[src/rtl/attn_wrap_pkg.sv]
// attn_wrap_pkg
// Shared definitions for the attention stream wrapper:
//   - AXI-lite register byte offsets
//   - CTRL command bit positions and STATUS bit positions
//   - wrapper FSM state encoding
// No ports; imported by attn_stream_wrap and attn_lane_pack.
package attn_wrap_pkg;

  localparam logic [11:0] ADDR_CTRL      = 12'h000;
  localparam logic [11:0] ADDR_HEAD      = 12'h004;
  localparam logic [11:0] ADDR_DIM       = 12'h008;
  localparam logic [11:0] ADDR_LENGTH    = 12'h00C;
  localparam logic [11:0] ADDR_OUT_TOTAL = 12'h010;
  localparam logic [11:0] ADDR_STATUS    = 12'h014;

  localparam int CTRL_START_BIT = 0;
  localparam int CTRL_CLEAR_BIT = 1;

  localparam int STAT_BUSY   = 0;
  localparam int STAT_DONE   = 1;
  localparam int STAT_ERR    = 2;
  localparam int STAT_IRQ_EN = 3;

  typedef enum logic [1:0] {
    ST_IDLE  = 2'd0,
    ST_RUN   = 2'd1,
    ST_DRAIN = 2'd2
  } state_t;

endpackage

[src/rtl/attn_lane_pack.sv]
// attn_lane_pack
// Collects ELEM_W-wide core results into a LANES-wide output beat, lane 0
// first (LSBs). A beat is presented when all lanes are filled or when the
// element flagged in_last arrives; unfilled lanes of such a beat are zero.
// The beat is held until out_rdy, and no new element is accepted meanwhile.
// Ports:
//   clk, rst        clock, asynchronous active-high reset
//   flush           discard the partial/held beat
//   enable          accepting elements is allowed (wrapper in RUN)
//   in_vld/in_dat/in_last/in_rdy   element input handshake
//   out_vld/out_dat/out_last/out_rdy   beat output handshake
module attn_lane_pack
  import attn_wrap_pkg::*;
#(
  parameter int ELEM_W = 16,
  parameter int LANES  = 2
) (
  input  logic                    clk,
  input  logic                    rst,
  input  logic                    flush,
  input  logic                    enable,
  input  logic                    in_vld,
  input  logic [ELEM_W-1:0]       in_dat,
  input  logic                    in_last,
  output logic                    in_rdy,
  output logic                    out_vld,
  output logic [LANES*ELEM_W-1:0] out_dat,
  output logic                    out_last,
  input  logic                    out_rdy
);

  localparam int IW = (LANES > 1) ? $clog2(LANES) : 1;

  logic [LANES-1:0][ELEM_W-1:0] lanes_q;
  logic [IW-1:0]                fill_q;

  assign in_rdy  = enable && !out_vld;
  assign out_dat = lanes_q;

  // Lanes are zeroed whenever a beat leaves, so a short final beat is
  // automatically zero-padded.
  always_ff @(posedge clk or posedge rst) begin
    if (rst) begin
      lanes_q  <= '0;
      fill_q   <= '0;
      out_vld  <= 1'b0;
      out_last <= 1'b0;
    end else if (flush || (out_vld && out_rdy)) begin
      lanes_q  <= '0;
      fill_q   <= '0;
      out_vld  <= 1'b0;
      out_last <= 1'b0;
    end else if (in_vld && in_rdy) begin
      lanes_q[fill_q] <= in_dat;
      if (in_last || (fill_q == IW'(LANES - 1))) begin
        out_vld  <= 1'b1;
        out_last <= in_last;
        fill_q   <= '0;
      end else begin
        fill_q <= fill_q + IW'(1);
      end
    end
  end

endmodule

[src/rtl/attn_stream_wrap.sv]
// attn_stream_wrap
// AXI-lite + AXI-stream wrapper around an element-serial attention core.
// Input stream beats are split into LANES elements for the core; core results
// are repacked into output beats (attn_lane_pack). A job runs until OUT_TOTAL
// results have been taken from the core and the final beat has left.
// Ports:
//   axis_clk, axis_rst                     clock, async active-high reset
//   aw*/w*, ar*/r*                         AXI-lite register access
//   ss_*                                   input stream (LANES packed elements)
//   sm_*                                   output stream, sm_tlast on final beat
//   core_cfg                               {head, dim, length} to the core
//   core_din_*, core_dout_*                element handshakes with the core
//   low__pri_irq                           job-done pulse
// Build option: define ATTN_WRAP_IRQ_EN to enable the job-done interrupt and
// report STATUS.irq_en = 1; otherwise low__pri_irq is tied low.
module attn_stream_wrap
  import attn_wrap_pkg::*;
#(
  parameter int pDATA_WIDTH = 32,
  parameter int pELEM_WIDTH = 16
) (
  input  logic                   axis_clk,
  input  logic                   axis_rst,
  input  logic                   awvalid,
  output logic                   awready,
  input  logic [11:0]            awaddr,
  input  logic                   wvalid,
  output logic                   wready,
  input  logic [pDATA_WIDTH-1:0] wdata,
  input  logic                   arvalid,
  output logic                   arready,
  input  logic [11:0]            araddr,
  output logic                   rvalid,
  input  logic                   rready,
  output logic [pDATA_WIDTH-1:0] rdata,
  input  logic                   ss_tvalid,
  output logic                   ss_tready,
  input  logic [pDATA_WIDTH-1:0] ss_tdata,
  output logic                   sm_tvalid,
  input  logic                   sm_tready,
  output logic [pDATA_WIDTH-1:0] sm_tdata,
  output logic                   sm_tlast,
  output logic [16:0]            core_cfg,
  output logic [pELEM_WIDTH-1:0] core_din_dat,
  output logic                   core_din_vld,
  input  logic                   core_din_rdy,
  input  logic [pELEM_WIDTH-1:0] core_dout_dat,
  input  logic                   core_dout_vld,
  output logic                   core_dout_rdy,
  output logic                   low__pri_irq
);

  localparam int LANES = pDATA_WIDTH / pELEM_WIDTH;
  localparam int IW    = (LANES > 1) ? $clog2(LANES) : 1;
`ifdef ATTN_WRAP_IRQ_EN
  localparam logic IRQ_EN = 1'b1;
`else
  localparam logic IRQ_EN = 1'b0;
`endif

  state_t state_q, state_d;

  logic [3:0]  head_q;
  logic [6:0]  dim_q;
  logic [5:0]  length_q;
  logic [15:0] out_total_q;
  logic [15:0] out_cnt_q;
  logic        done_q, err_q, busy;
  logic        wr_fire, start_req, clear_req, start_go, cfg_wr, set_done;
  logic        take, take_last, pack_en, pack_flush;
  logic [3:0]  status;
  logic [pDATA_WIDTH-1:0] rd_mux;

  logic [LANES-1:0][pELEM_WIDTH-1:0] din_lanes_q;
  logic [IW-1:0]                     lane_idx_q;
  logic                              din_full_q;

  logic unused_wdata;
  assign unused_wdata = ^wdata[pDATA_WIDTH-1:16];

  // Both AXI-lite ready signals are combinational so a write completes in
  // the very cycle address and data are both present.
  assign busy      = (state_q != ST_IDLE);
  assign wr_fire   = awvalid && wvalid && !axis_rst;
  assign awready   = wr_fire;
  assign wready    = wr_fire;
  assign arready   = arvalid && !rvalid && !axis_rst;

  // Clear wins over start when both bits are written together.
  assign start_req = wr_fire && (awaddr == ADDR_CTRL) && wdata[CTRL_START_BIT]
                     && !wdata[CTRL_CLEAR_BIT];
  assign clear_req = wr_fire && (awaddr == ADDR_CTRL) && wdata[CTRL_CLEAR_BIT];
  assign start_go  = start_req && (state_q == ST_IDLE);
  assign cfg_wr    = wr_fire && ((awaddr == ADDR_HEAD) || (awaddr == ADDR_DIM) ||
                     (awaddr == ADDR_LENGTH) || (awaddr == ADDR_OUT_TOTAL));

  assign core_cfg   = {head_q, dim_q, length_q};
  assign take       = core_dout_vld && core_dout_rdy;
  assign take_last  = ((out_cnt_q + 16'd1) == out_total_q);
  assign pack_en    = (state_q == ST_RUN) && (out_total_q != 16'd0);
  assign pack_flush = clear_req || start_go;

  // State register.
  always_ff @(posedge axis_clk or posedge axis_rst) begin
    if (axis_rst) state_q <= ST_IDLE;
    else          state_q <= state_d;
  end

  // Next-state logic; set_done marks the edge on which a job completes.
  always_comb begin
    state_d  = state_q;
    set_done = 1'b0;
    if (clear_req) begin
      state_d = ST_IDLE;
    end else begin
      case (state_q)
        ST_IDLE: if (start_req) state_d = ST_RUN;
        ST_RUN: begin
          if (out_total_q == 16'd0) begin
            state_d  = ST_IDLE;
            set_done = 1'b1;
          end else if (take && take_last) begin
            state_d = ST_DRAIN;
          end
        end
        ST_DRAIN: begin
          if (sm_tvalid && sm_tready && sm_tlast) begin
            state_d  = ST_IDLE;
            set_done = 1'b1;
          end
        end
        default: state_d = ST_IDLE;
      endcase
    end
  end

  // Configuration, status flags and the result counter. Config writes are
  // only honoured while idle; a config write during a job flags an error.
  always_ff @(posedge axis_clk or posedge axis_rst) begin
    if (axis_rst) begin
      head_q      <= '0;
      dim_q       <= '0;
      length_q    <= '0;
      out_total_q <= '0;
      out_cnt_q   <= '0;
      done_q      <= 1'b0;
      err_q       <= 1'b0;
    end else begin
      if (wr_fire && !busy) begin
        case (awaddr)
          ADDR_HEAD:      head_q      <= wdata[3:0];
          ADDR_DIM:       dim_q       <= wdata[6:0];
          ADDR_LENGTH:    length_q    <= wdata[5:0];
          ADDR_OUT_TOTAL: out_total_q <= wdata[15:0];
          default: ;
        endcase
      end
      if (clear_req || start_go) begin
        done_q <= 1'b0;
        err_q  <= 1'b0;
      end else begin
        if (set_done)       done_q <= 1'b1;
        if (cfg_wr && busy) err_q  <= 1'b1;
      end
      if (start_go)  out_cnt_q <= '0;
      else if (take) out_cnt_q <= out_cnt_q + 16'd1;
    end
  end

  // Read data selection; unmapped addresses and CTRL read as zero.
  always_comb begin
    status              = '0;
    status[STAT_BUSY]   = busy;
    status[STAT_DONE]   = done_q;
    status[STAT_ERR]    = err_q;
    status[STAT_IRQ_EN] = IRQ_EN;
    rd_mux = '0;
    case (araddr)
      ADDR_HEAD:      rd_mux[3:0]  = head_q;
      ADDR_DIM:       rd_mux[6:0]  = dim_q;
      ADDR_LENGTH:    rd_mux[5:0]  = length_q;
      ADDR_OUT_TOTAL: rd_mux[15:0] = out_total_q;
      ADDR_STATUS:    rd_mux[3:0]  = status;
      default: ;
    endcase
  end

  // Read response: captured on the address handshake and held until taken.
  always_ff @(posedge axis_clk or posedge axis_rst) begin
    if (axis_rst) begin
      rvalid <= 1'b0;
      rdata  <= '0;
    end else if (arready) begin
      rvalid <= 1'b1;
      rdata  <= rd_mux;
    end else if (rvalid && rready) begin
      rvalid <= 1'b0;
    end
  end

  // Unpacker: one input beat is buffered and handed to the core lane by lane.
  assign ss_tready    = (state_q == ST_RUN) && !din_full_q;
  assign core_din_vld = din_full_q;
  assign core_din_dat = din_lanes_q[lane_idx_q];

  always_ff @(posedge axis_clk or posedge axis_rst) begin
    if (axis_rst) begin
      din_lanes_q <= '0;
      lane_idx_q  <= '0;
      din_full_q  <= 1'b0;
    end else if (clear_req || start_go) begin
      lane_idx_q <= '0;
      din_full_q <= 1'b0;
    end else if (ss_tvalid && ss_tready) begin
      din_lanes_q <= ss_tdata;
      lane_idx_q  <= '0;
      din_full_q  <= 1'b1;
    end else if (core_din_vld && core_din_rdy) begin
      if (lane_idx_q == IW'(LANES - 1)) begin
        lane_idx_q <= '0;
        din_full_q <= 1'b0;
      end else begin
        lane_idx_q <= lane_idx_q + IW'(1);
      end
    end
  end

  attn_lane_pack #(
    .ELEM_W (pELEM_WIDTH),
    .LANES  (LANES)
  ) u_pack (
    .clk      (axis_clk),
    .rst      (axis_rst),
    .flush    (pack_flush),
    .enable   (pack_en),
    .in_vld   (core_dout_vld),
    .in_dat   (core_dout_dat),
    .in_last  (take_last),
    .in_rdy   (core_dout_rdy),
    .out_vld  (sm_tvalid),
    .out_dat  (sm_tdata),
    .out_last (sm_tlast),
    .out_rdy  (sm_tready)
  );

`ifdef ATTN_WRAP_IRQ_EN
  logic irq_q;

  // One-cycle pulse coinciding with done being set.
  always_ff @(posedge axis_clk or posedge axis_rst) begin
    if (axis_rst) irq_q <= 1'b0;
    else          irq_q <= set_done;
  end

  assign low__pri_irq = irq_q;
`else
  assign low__pri_irq = 1'b0;
`endif

endmodule

[config.mk]
export PLATFORM = sky130hd
export DESIGN_NAME = attn_stream_wrap
export DESIGN_NICKNAME = d
export VERILOG_FILES = /design/src/rtl/attn_wrap_pkg.sv /design/src/rtl/attn_lane_pack.sv /design/src/rtl/attn_stream_wrap.sv
export SDC_FILE = /design/constraint.sdc
export NUM_CORES = 1
export LEC_CHECK = 0
export CAP_MARGIN = 30
export CORE_MARGIN = 1
export CORE_UTILIZATION = 45
export CTS_BUF_LIST = sky130_fd_sc_hd__clkbuf_8
export CTS_CLUSTER_DIAMETER = 150
export CTS_CLUSTER_SIZE = 30
export DETAILED_ROUTE_END_ITERATION = 8
export PLACE_DENSITY = 0.79
export SLEW_MARGIN = 25
export SYNTH_ARGS = -nofsm -noshare
export SYNTH_HDL_FRONTEND = slang
export SYNTH_SLANG_ARGS = --single-unit
[constraint.sdc]
create_clock -name axis_clk -period 10.7 [get_ports axis_clk]
set_input_delay 3.21 -clock axis_clk [delete_from_list [all_inputs] [get_ports axis_clk]]
set_output_delay 3.21 -clock axis_clk [all_outputs]
set_load 0.01 [all_outputs]
* Word level (Yosys, flattened, before mapping) *
Cells that the tools add are included.

storage, ports and cells
  register bits = 139
  bits of input ports = 114
  logic and storage cells = 143

cells by class
  add/sub/neg operators = 3
  order comparisons = 3
  eq/ne operators = 15
  muxes and demuxes = 46
  bitwise operators = 1
  reductions and logical operators = 56

operators by type and width
  cell                                                                     count
  16-bit 2-to-1 mux                                                        5
  32-bit 2-to-1 mux                                                        2
  12-bit by 4-bit equality test with 1-bit output (second input constant)  4
  12-bit by 5-bit equality test with 1-bit output (second input constant)  3
  32-bit bitwise mux                                                       1
  1-bit 2-to-1 mux                                                         26
  12-bit by 3-bit equality test with 1-bit output (second input constant)  2
  1-bit logical AND                                                        23
  4-bit one-hot mux with 5 select lines                                    1
  16-bit by 1-bit adder with 16-bit output (second input constant)         1
  16-bit demux with 1-bit select                                           1
  16-bit equality test                                                     1
  16-bit zero test                                                         1
  16-bit nonzero test                                                      1
  2-bit AND reduction                                                      7
  2-bit nonzero test                                                       7
  12-bit zero test                                                         1
  2-bit one-hot mux with 3 select lines                                    2
  2-bit 2-to-1 mux                                                         5
  9-bit 2-to-1 mux                                                         1
  1-bit zero test                                                          6
  1-bit logical OR                                                         6
  3-bit inequality test (second input constant)                            2
  3-bit nonzero test                                                       2
  other kinds (10)                                                         13

* Depth between registers and ports, before layout *
  word-level depth = 10
  gate-level depth with buffers = 9

* Cells and area by module *
A second synthesis with hierarchy kept.

second synthesis, totals
  cell total of the unflattened synthesis = 650
  area total of the unflattened synthesis = 7109.3 um2

modules (own cells, without submodules)
  module            instances  cells each  area an instance (um2)  seq. area each (um2)
  attn_stream_wrap  1          510         5470.2                  2602.5
  attn_lane_pack    1          140         1639.1                  875.8

* Worst setup path after synthesis *
No wires, ideal clock.

  path kind = input-to-output
  start = in axis_rst
  end = out arready
  arrival = 7.113 ns
  data required time = 7.490 ns
  slack = 0.377 ns
  cell stages on the path = 3
  buffers on the path = 0
  cells stage by stage = inv_1 -> nand3_1 -> inv_2

on the way
  longest elaborated chain between the ends = 2

ends and longest elaborated chain
  element                    RTL line                source
  from (decl)                attn_stream_wrap.sv:23  input logic axis_rst,
  1-bit zero test (no line)  -
  1-bit logical AND          attn_stream_wrap.sv:87  assign arready = arvalid && !rvalid && !axis_rst;
  to (decl)                  attn_stream_wrap.sv:31  output logic arready,

Every way passes these cells.

* Worst setup path in the final report *
Ends and elaborated chain as after synthesis.

==> metrics.log <==
[metrics] portion of total power attributed to sequential cells: 44.5%
[metrics] Clock Latency Late Sink: 450 ps
[metrics] Die Footprint: between 15000 and 20000 um^2
[metrics] DRT iter0 DRCs: 327
[metrics] combinational fraction of design power: 27.5%
[metrics] CTS tree: built
[metrics] CP max stage cell: sky130_fd_sc_hd__inv_6
[metrics] clock tree root driver cell: sky130_fd_sc_hd__clkbuf_8
[metrics] first-pass GRT wire length: 27560 um
[metrics] number of flip-flops and latches in the synthesized netlist: 139
[metrics] number of synthesized flops with an enable pin: 0
[metrics] cell count after synthesis: slightly below 600
[metrics] first-pass iteration count of the detailed router: 4
[metrics] Worst R2R Start: out_total_q[8]
[metrics] net switching fraction of the power: a little under 30%
[metrics] synth cell count leaders: sky130_fd_sc_hd__dfrtp_1 (139), sky130_fd_sc_hd__mux2_2 (80), sky130_fd_sc_hd__nand2_1 (58)
[metrics] Overall Global Routing Usage: 22.38%
[metrics] count of buffers from port buffering: 187
[metrics] non-filler instance count after layout: 976
[metrics] number of setup buffers added after CTS: 0
[metrics] count of cells resized by post-cts repair: 0
[metrics] die boundary width: 124.5 um
[metrics] Rel. slew slack: between 30% and 40%
[metrics] total power divided by cell area: 161.6 nW/um^2
[metrics] number of max-slew violations in the final report: 0
[metrics] maximum achievable frequency: 0.1158 GHz
[metrics] number of placement rows: 44
[metrics] Antenna Violating Nets Remaining: 0
[metrics] post-route clock period utilization: just over 80%
[metrics] number of maximum-capacitance constraint violations: 0
[metrics] cell repeated most along the worst path: sky130_fd_sc_hd__clkdlybuf4s50_1
[metrics] TritonCTS Sinks: 139
[metrics] synth warn: 0
[metrics] Final TNS setup: 0 ps
[metrics] area share of the largest cell type after synthesis: between 50% and 60%
[metrics] actual slew at the worst max-slew pin: 898.4 ps
[metrics] number of setup violations in the final report: 0
[metrics] most frequent cell after synthesis: sky130_fd_sc_hd__dfrtp_1
[metrics] CTS Hold Buffers Added: 0
[metrics] initial core utilization: 46.26%
[metrics] worst endpoint required time: 7490 ps
[metrics] total length of routed wires: 16970 um
[metrics] clock transition at the register clock pins on the worst setup and hold paths after CTS: 90 ps
[metrics] synthesis-to-layout area growth: 34.52%
[metrics] family with the most delay on the worst path: buffers and inverters
[metrics] H-tree level count: 4
[metrics] portion of the post-synthesis area used by sequential elements: 51.54%
[metrics] pin count of the biggest net entering global routing: 84
[metrics] static leakage: 4.022 nW
[metrics] number of endpoints with negative hold slack in the final report: 0
[metrics] # DRC: 0
[metrics] Top Ports: 221
[metrics] worst hold path type: reg2reg
[metrics] routability-driven placement congestion ratio: 0.8405
[metrics] fin nets: ~900
[metrics] maximum fanout along the worst path: 83
[metrics] Power, Total: 1.467 mW
[metrics] fill count: 1170
[metrics] Peak VDD IR: roughly 0.00014 V
[metrics] Avg Cell Area, Syn: 11.32 um^2
[metrics] count of buffering cells on the critical path with inverters included: 5
[metrics] main area contributors after synthesis: sky130_fd_sc_hd__dfrtp_1 (52%), sky130_fd_sc_hd__mux2_2 (13%), sky130_fd_sc_hd__a22o_1 (4.2%)
[metrics] setup repair after global routing missed its margin: false
[metrics] vias in the first global route: 5570
[metrics] cell total after placement: roughly 940
[metrics] routed wire length per instance: approximately 17 um
[metrics] most common flop cell mapped by yosys: sky130_fd_sc_hd__dfrtp_1
[metrics] area of the core: 14590 um^2
[metrics] startpoint types: input pin
[metrics] cell accounting for the most synthesized area: sky130_fd_sc_hd__dfrtp_1
[metrics] area of the mapped netlist: 6749 um^2
[metrics] relative contribution of the clock network to total power: 28.0%
[metrics] list of cells traversed by the critical path: clkdlybuf4s50_1 > inv_6 > nand3_1 > buf_4 > inv_2 > clkdlybuf4s50_1
[metrics] Final min period: 8637 ps
[metrics] layout cells sized above 1: 17.68%
[metrics] total area of sequential cells: 3478 um^2
[metrics] worst endpoint data arrival time: 5430 ps
[metrics] maximum clock insertion buffer count: 2
[metrics] Crit Path Category: in2out
[metrics] Max Clock Skew: 15.17 ps
[metrics] worst stage delay on the critical path: 570 ps
[metrics] number of antenna diodes: 0
[metrics] vias per cell: 5.433
[metrics] area taken by multi-input logic gates: about 3000 um^2
[metrics] number of buffers inserted during clock tree synthesis: 17
[metrics] number of antenna violations at the first check in global routing: 0
[metrics] Congestion Overflow GR: 0
[metrics] net switching power: approximately 430 uW
[metrics] die extent in y: between 100 and 150 um
[metrics] min-delay src: rdata[12]
[metrics] detailed placement HPWL: between 10000 and 15000 um
[metrics] number of library cell types mapped by synthesis: 59
[metrics] Worst setup EP type: output pin
[metrics] launch point of the critical path: axis_rst
[metrics] run status: finished, final reports clean
[metrics] via total after detailed routing: 5303
[metrics] Internal: 1.037 mW
[metrics] asr flop ratio synth: 100.0%
## cell families (layout without fill, tap and decap cells)
logic type               after synthesis  in the layout  synth area share [%]
adder cells (fa/ha/maj)                4              4                0.7416
other                                  1             17               0.05556
multiplexers                          85             85                 14.09
flip-flops                           139            139                 51.54
XOR/XNOR                              30             30                 4.116
buffers and inverters                 55            235                 4.561
AND/OR/NAND/NOR                      182            182                 14.44
AO/OA/AOI/OAI                        100            100                 10.46
## power groups by stage
stage          logic (mW)  registers [mW]  clock network (mW)
2_1_floorplan       0.233           0.639                   0
3_3_place_gp        0.391           0.656                   0
3_5_place_dp        0.403           0.664                   0
4_1_cts             0.407           0.654               0.422
5_1_grt             0.433           0.662               0.444
6_report            0.403           0.653               0.411
## layout make-up
cell class / count / area share [%]
clock buffers: 17 / 2.577
clock inverters: 15 / 1.585
inverters: 10 / 0.4686
multi-input cells: 418 / 33.37
flip-flops and latches: 139 / 38.31
well taps: 184 / 2.536
repair buffers: 193 / 21.15
## per-stage QoR
step	util (%)	hold WS (ps)	setup WS, ps	cell area [um^2]
final	62.23	484.7	2063	9079
after global routing	62.23	507.0	1842	9079
after CTS	62.15	489.1	2013	9067
after detailed placement	59.56	469.2	2022	8690
after global placement	59.49	453.8	2079	8680
after floorplan	-	462.2	376.9	6809
## metal layers
| layer | part of all wire (%) | global-route usage, % | vias up | wire [um] |
|---|---|---|---|---|
| met5 | 0 | 0 | - | 0 |
| met4 | 1.8 | 8.079 | 0 | 301 |
| met3 | 6.6 | 7.345 | 27 | 1123 |
| met2 | 51 | 38.35 | 171 | 8640 |
| met1 | 41 | 26.02 | 2643 | 6904 |
| li1 | - | - | 2462 | - |
## state kept, by name, indices dropped and copies added (netlist names), 4 cells and up
name	count
head_q	4
length_q	6
out_total_q	16
din_lanes_q	32
dim_q	7
u_pack.out_dat	32
rdata	16
out_cnt_q	16
## path summary, 6_finish.rpt
kind | endpoint | slack (ps) | cells past startpoint
max in group asynchronous | out_total_q[4] | 6160 | 3
max | arready | 2060 | 6
min reg2reg | rdata[12] | 480 | 2
min in group asynchronous | din_lanes_q[26] | 3300 | 2
max reg2reg | u_pack.out_dat[10] | 7810 | 7
min | rdata[12] | 480 | 2
## tightest hold or removal path: stages, from the launching register on
cell and delay (ps):
sky130_fd_sc_hd__dfrtp_1 360, sky130_fd_sc_hd__nand2_1 50, sky130_fd_sc_hd__nand2_1 50
## cell usage in the layout, fill, tap and decap left out, types with 13 or more instances in the layout
cell,count
sky130_fd_sc_hd__clkdlybuf4s50_1,187
sky130_fd_sc_hd__dfrtp_1,139
sky130_fd_sc_hd__mux2_2,80
sky130_fd_sc_hd__nand2_1,58
sky130_fd_sc_hd__nor2_1,35
sky130_fd_sc_hd__a22o_1,32
sky130_fd_sc_hd__a21oi_1,23
sky130_fd_sc_hd__nand3_1,18
sky130_fd_sc_hd__conb_1,17
sky130_fd_sc_hd__clkbuf_8,17
sky130_fd_sc_hd__o21ai_0,16
sky130_fd_sc_hd__xor2_1,16
sky130_fd_sc_hd__nor3_1,13
sky130_fd_sc_hd__xnor2_1,13
Power figures use the tool's default switching activity.
